<file path="config.mk">
export PLATFORM = sky130hd
export DESIGN_NAME = ripple_carry_adder
export DESIGN_NICKNAME = d
export VERILOG_FILES = /design/src/rtl/ripple_carry_adder.sv
export SDC_FILE = /design/constraint.sdc
export NUM_CORES = 1
export LEC_CHECK = 0
export CAP_MARGIN = 20
export CORE_UTILIZATION = 50
export DETAILED_ROUTE_END_ITERATION = 10
export GPL_ROUTABILITY_DRIVEN = 0
export HOLD_SLACK_MARGIN = 0.03
export PLACE_DENSITY = 0.85
export SYNTH_ARGS = -nofsm -noshare
export SYNTH_HDL_FRONTEND = slang
export SYNTH_SLANG_ARGS = --single-unit
</file>
<file path="constraint.sdc">
create_clock -name clk -period 1.65 [get_ports clk]
set_clock_uncertainty 0.15 [all_clocks]
set_input_delay 0.2475 -clock clk [delete_from_list [all_inputs] [get_ports clk]]
set_output_delay 0.2475 -clock clk [all_outputs]
set_load 0.02 [all_outputs]
</file>
<file path="src/rtl/ripple_carry_adder.sv">
// rtl/ripple_carry_adder.sv - registered A +/- (B >>> shamt) with explicit ripple-carry chain
module ripple_carry_adder #(
  parameter int NO_BITS = 12,
  parameter int SHAMT_W = 4
) (
  input  logic               clk,
  input  logic               rst_n,
  input  logic               in_valid,
  input  logic [NO_BITS-1:0] a,
  input  logic [NO_BITS-1:0] b,
  input  logic [SHAMT_W-1:0] shamt,
  input  logic               sub,
  output logic               out_valid,
  output logic [NO_BITS-1:0] sum,
  output logic               cout,
  output logic               ovf
);

  localparam int MSB = NO_BITS - 1;

  // Barrel shifter: stage[k] holds B after the first k shift stages.
  logic [SHAMT_W:0][NO_BITS-1:0] stage;
  logic [NO_BITS-1:0]            b_shifted;
  logic [NO_BITS-1:0]            e_op;
  logic [NO_BITS-1:0]            s_comb;
  logic [NO_BITS:0]              c_chain;
  logic                          ovf_comb;

  assign stage[0] = b;

  // Stage k shifts by 2^k when shamt[k] is set; bits shifted in past the
  // top copy the sign bit, so any shift >= NO_BITS collapses to 0 or all-ones.
  for (genvar k = 0; k < SHAMT_W; k++) begin : g_stage
    localparam int SH = (k >= 30) ? NO_BITS : (1 << k);
    for (genvar i = 0; i < NO_BITS; i++) begin : g_bit
      if (i + SH < NO_BITS) begin : g_in
        assign stage[k+1][i] = shamt[k] ? stage[k][i+SH] : stage[k][i];
      end else begin : g_fill
        assign stage[k+1][i] = shamt[k] ? stage[k][MSB] : stage[k][i];
      end
    end
  end

  assign b_shifted = stage[SHAMT_W];

  // Subtraction is A + ~B' + 1: invert the operand and feed sub in as carry-in.
  assign e_op = b_shifted ^ {NO_BITS{sub}};

  // Explicit full-adder chain, LSB first, so the carry path is visible to timing.
  always_comb begin
    s_comb     = '0;
    c_chain    = '0;
    c_chain[0] = sub;
    for (int i = 0; i < NO_BITS; i++) begin
      s_comb[i]    = a[i] ^ e_op[i] ^ c_chain[i];
      c_chain[i+1] = (a[i] & e_op[i]) | (c_chain[i] & (a[i] ^ e_op[i]));
    end
  end

  // Signed overflow: operands agree in sign but the result does not.
  assign ovf_comb = (a[MSB] == e_op[MSB]) && (s_comb[MSB] != a[MSB]);

  // out_valid tracks in_valid every cycle, regardless of operand enable.
  always_ff @(posedge clk or negedge rst_n) begin
    if (!rst_n) begin
      out_valid <= 1'b0;
    end else begin
      out_valid <= in_valid;
    end
  end

  // Result registers load only on valid operands and otherwise hold.
  always_ff @(posedge clk or negedge rst_n) begin
    if (!rst_n) begin
      sum  <= '0;
      cout <= 1'b0;
      ovf  <= 1'b0;
    end else if (in_valid) begin
      sum  <= s_comb;
      cout <= c_chain[NO_BITS];
      ovf  <= ovf_comb;
    end
  end

endmodule

</file>
# == Word-level counts from Yosys, hierarchy flattened ==
# Cells that the tools add are included.
# totals
out_inout_bits,15
elab_cells,112
register_bits,15
in_bits,32
# classes
bitwise,61
reduce_logical,1
muxes,44
n_eq_ne,2
# ops
cell,count
2-to-1 mux 1 bit,44
bitwise AND 1 bit,24
bitwise XOR 1 bit,24
OR 1 bit,12
bitwise XOR 12 bit,1
equality test 1 bit,1
logical AND 1 bit,1
inequality test 1 bit,1

# == Depth between registers and ports, before layout ==
# depth
word_depth,31
mapped_depth,24
depth_no_buf,22

# == Least setup slack after synthesis ==
# No wires, ideal clock.
# synth_path
path_type,input -> register
start,in shamt[1]
end,reg ovf
path_stages,23
required_time_ns,1.375
setup_ns,0.125
n_path_buf,2
slack_ns,-4.592
arrival_ns,5.968
path_cell_list,buf_6 > buf_4 > mux2i_1 > mux2i_1 > mux4_2 > xnor2_1 > fa_1 > fa_1 > fa_1 > fa_1 > fa_1 > fa_1 > fa_1 > inv_1 > fa_1 > inv_1 > fa_1 > fa_1 > inv_1 > fa_1 > xnor2_1 > nor2_1 > mux2_2
# synth_between
elab_chain_cells,30
word_cells_on_any_way,81
cone_classes,1 x eq/ne; 33 x mux; 46 x bitwise; 1 x reduce/logical
# synth_rtl
item,line,source
"start, declared",11,"input logic [SHAMT_W-1:0] shamt,"
2-to-1 mux 1 bit,37,assign stage[k+1][i] = shamt[k] ? stage[k][i+SH] : stage[k][i];
"2-to-1 mux 1 bit, on equally long branches","37, 39",
2-to-1 mux 1 bit,37,
bitwise XOR 12 bit *,47,assign e_op = b_shifted ^ {NO_BITS{sub}};
bitwise XOR 1 bit,56,c_chain[i+1] = (a[i] & e_op[i]) | (c_chain[i] & (a[i] ^ e_op[i]));
bitwise AND 1 bit,56,
OR 1 bit,56,
bitwise AND 1 bit,56,
[... 15 more ...],-,
bitwise AND 1 bit,56,
OR 1 bit,56,
bitwise AND 1 bit,56,
OR 1 bit *,56,
bitwise XOR 1 bit *,55,s_comb[i] = a[i] ^ e_op[i] ^ c_chain[i];
named net s_comb[11],25,logic [NO_BITS-1:0] s_comb;
inequality test 1 bit *,61,assign ovf_comb = (a[MSB] == e_op[MSB]) && (s_comb[MSB] != a[MSB]);
logical AND 1 bit *,61,
"end signal, assigned",81,ovf <= ovf_comb;
"end, declared",16,output logic ovf
# Mark *: on every way through the listed nets, which the timed path passes. The rest lies on a longest branch.
# A chain may end at the register's enable or synchronous reset.

# == Worst setup path after layout ==
# Same ends and word-level chain as after synthesis.

==> run metrics <==
final WL between 5000 and 6000 µm; Placed Area 2257 µm²; count leader, synth inv_1; clock buffer depth 2; routed vias about 1,600; DP HPWL between 3000 and 4000 µm; area delta synth->final 60.02%; status complete, but fails checks; slowest stage delay, CP 500 ps; Post-synth ARST share 100.0%; Die H 57.32 µm; first-pass GRT wire length 7686 µm; Synthesis Warnings 0; RSZ-0062 raised after global routing true; vias in the first global route ~1,700; Slew @ Worst Pin 460.3 ps; PD cells 823.6 nW/µm²; Crit path top cell by count fa_2; CP Buf/Inv Count 5; CP Capture Type register; Mapped Cells roughly 150; CP max FO 5; final hold vios 0; max-slew violation count 0; Mean Syn Cell Area 10.34 µm²; number of enable flip-flop cells after synthesis 0; CTS buffer count 3; Synth Register Bits 15; largest net degree at the start of global routing 16; Clock Sinks 15; max_slew headroom 69.05%; Syn Nets 192; top_reg_cell synth dfrtp_1; dominant cells by area after synthesis dfrtp_1 25%, fa_1 14%, mux2i_1 14%; die area between 3000 and 4000 µm²; drt initial violations 116; met3 GRT Util 4.308%; busiest grt layer met2; final worst setup slack -4407 ps; WP data arrival 6110 ps; DRT Pass-1 Iters 7; count of final setup violators 14; met1 Use GR 33.58%; Setup crit start kind input port; initial antenna violation count 0; CTS tree yes; Worst path slowest cell mux4_2; I/O Buffers 46; CTS Root Cell clkbuf_4; met2 usage 59.16%; cell family with most CP delay adder cells; DRC viols 3; GRT overflow 0; Total Routing Usage GR between 30% and 40%; critical-path cell list buf_8 > buf_8 > mux2i_2 > mux2i_1 > mux4_2 > xnor2_2 > fa_2 > fa_2 > fa_2 > fa_2 > fa_2 > fa_2 > fa_2 > inv_2 > fa_2 > inv_2 > fa_2 > fa_2 > inv_2 > fa_2 > xnor2_2 > nor2_1 > mux2_2; Filler Cell Count ~140; worst skew pair latency 300 ps; Fmax 0.1651 GHz; layout cells sized above 1 between 40 and 50%; Die W around 57 µm; initial core utilization 54.09%; std cell rows 19; Max VDD drop 0.0006335 V; max_cap viols 0; critical path type input port to register; vias per inst 5.884; leakage power 1.216 nW; Hold Slack 94.53 ps; # diodes 0; Reg clk slew, reported paths 110 ps; leading cell types by count after synthesis 22 x inv_1, 21 x mux2i_1, 15 x dfrtp_1, 11 x fa_1, 9 x xor2_1; CTS HTree Levels 1; failing checks DRC, setup timing; Core ar. 2829 µm²; Syn Std Cell Area approximately 1500 µm²; period utilisation layout 367.1%; Layout Nets roughly 280; post-layout util 86.55%; cell taking the most area after synthesis dfrtp_1; DR WL/cell 19.63 µm; Seq/Total Area, Yosys 24.53%; Yosys top cell area share between 20% and 30%; total power 2.017 mW; Tmin final 6057 ps; I/O pin total 47; Final Cell Area 2449 µm²; Antenna Nets Post-Route 0; Crit path required time 1700 ps; synth unique cells 33; Hold/Removal Path Class input port to asynchronous set/reset pin
[sequential cells by signal (all words and copies together) (netlist names)]
name / flops
sum: 12
cout: 1
out_valid: 1
ovf: 1
[path summary, 6_finish.rpt]
path / from / to / slack, ps / depth (start not counted)
worst min register to register: sum[1] / sum[1] / 350 / 2
max in group asynchronous: rst_n / sum[1] / 1080 / 2
worst min-delay path: rst_n / out_valid / 90 / 2
min in group clk: sum[1] / sum[1] / 350 / 2
worst max-delay path: shamt[1] / ovf / -4410 / 23
worst max register to register: sum[0] / sum[0] / 720 / 2
[through the flow]
stage / TNS (ps) / std cells / setup WS (ps)
final: -32370 / 267 / -4407
after global placement: -41180 / 248 / -4804
after detailed placement: -42080 / 248 / -4987
after CTS: -31330 / 268 / -4315
after floorplan: -32940 / 148 / -4195
after global routing: -33320 / 267 / -4486
[worst register-to-register path, delay by kind of cell (launching register included)]
family         cells  cell delay (ps)
flip-flops         1              410
AO/OA/AOI/OAI      2              260
[layout make-up]
type / count / area (µm²) / share of cell area [%]
Multi-Input combinational cell: 100 / 1110 / 45.32
Tap cell: 31 / 38.79 / 1.584
Timing Repair Buffer: 95 / 812.0 / 33.16
Clock buffer: 3 / 22.52 / 0.9198
Sequential cell: 15 / 375.4 / 15.33
Inverter: 22 / 82.58 / 3.373
Clock inverter: 1 / 7.507 / 0.3066
[cells in the final DEF (no fill, tap or decap), drive strengths merged, types with 2 or more instances in the layout]
cell / instances
dfrtp: 15
xnor2: 3
nand2b: 2
mux2i: 21
buf: 51
xor2: 9
dlygate4sd2: 19
inv: 22
fa: 11
mux2: 8
o21ai: 11
o31ai: 3
nor2: 8
clkbuf: 5
dlymetal6s2s: 4
nand2: 4
clkdlybuf4s15: 4
a21oi: 4
clkdlybuf4s50: 15
mux4: 5
[layer usage]
metal / up-vias / wire length, µm / part of all wire [%]
met5: - / 0 / 0
met4: 0 / 303 / 5.8
met3: 36 / 333 / 6.4
met2: 101 / 2648 / 51
met1: 757 / 1956 / 37
li1: 677 / - / -
[what timing repair did]
item / CTS / global route
cloned: 1 / 0
setup buffers: 15 / 0
endpoints found under the hold margin: 0 / 0
setup endpoints to repair: 25 / 17
gates resized for setup: 49 / 20
hold buffers: 0 / 0
pin swaps: 7 / 4
[kinds of logic after synthesis]
logic type      synth area share, %
compound gates                11.53
xor+xnor                      6.869
fa+ha+maj                     15.21
buf+inv                       9.403
flops                         24.53
mux                           27.23
simple gates                  5.233
[power by group]
group | internal (mW) | leakage [nW] | switching, mW
clock | 0.0925 | 0.0139 | 0.148
sequential | 0.497 | 0.177 | 0.0673
combinational | 0.592 | 1.03 | 0.621
total | 1.18 | 1.22 | 0.836
Power figures use the tool's default switching activity.
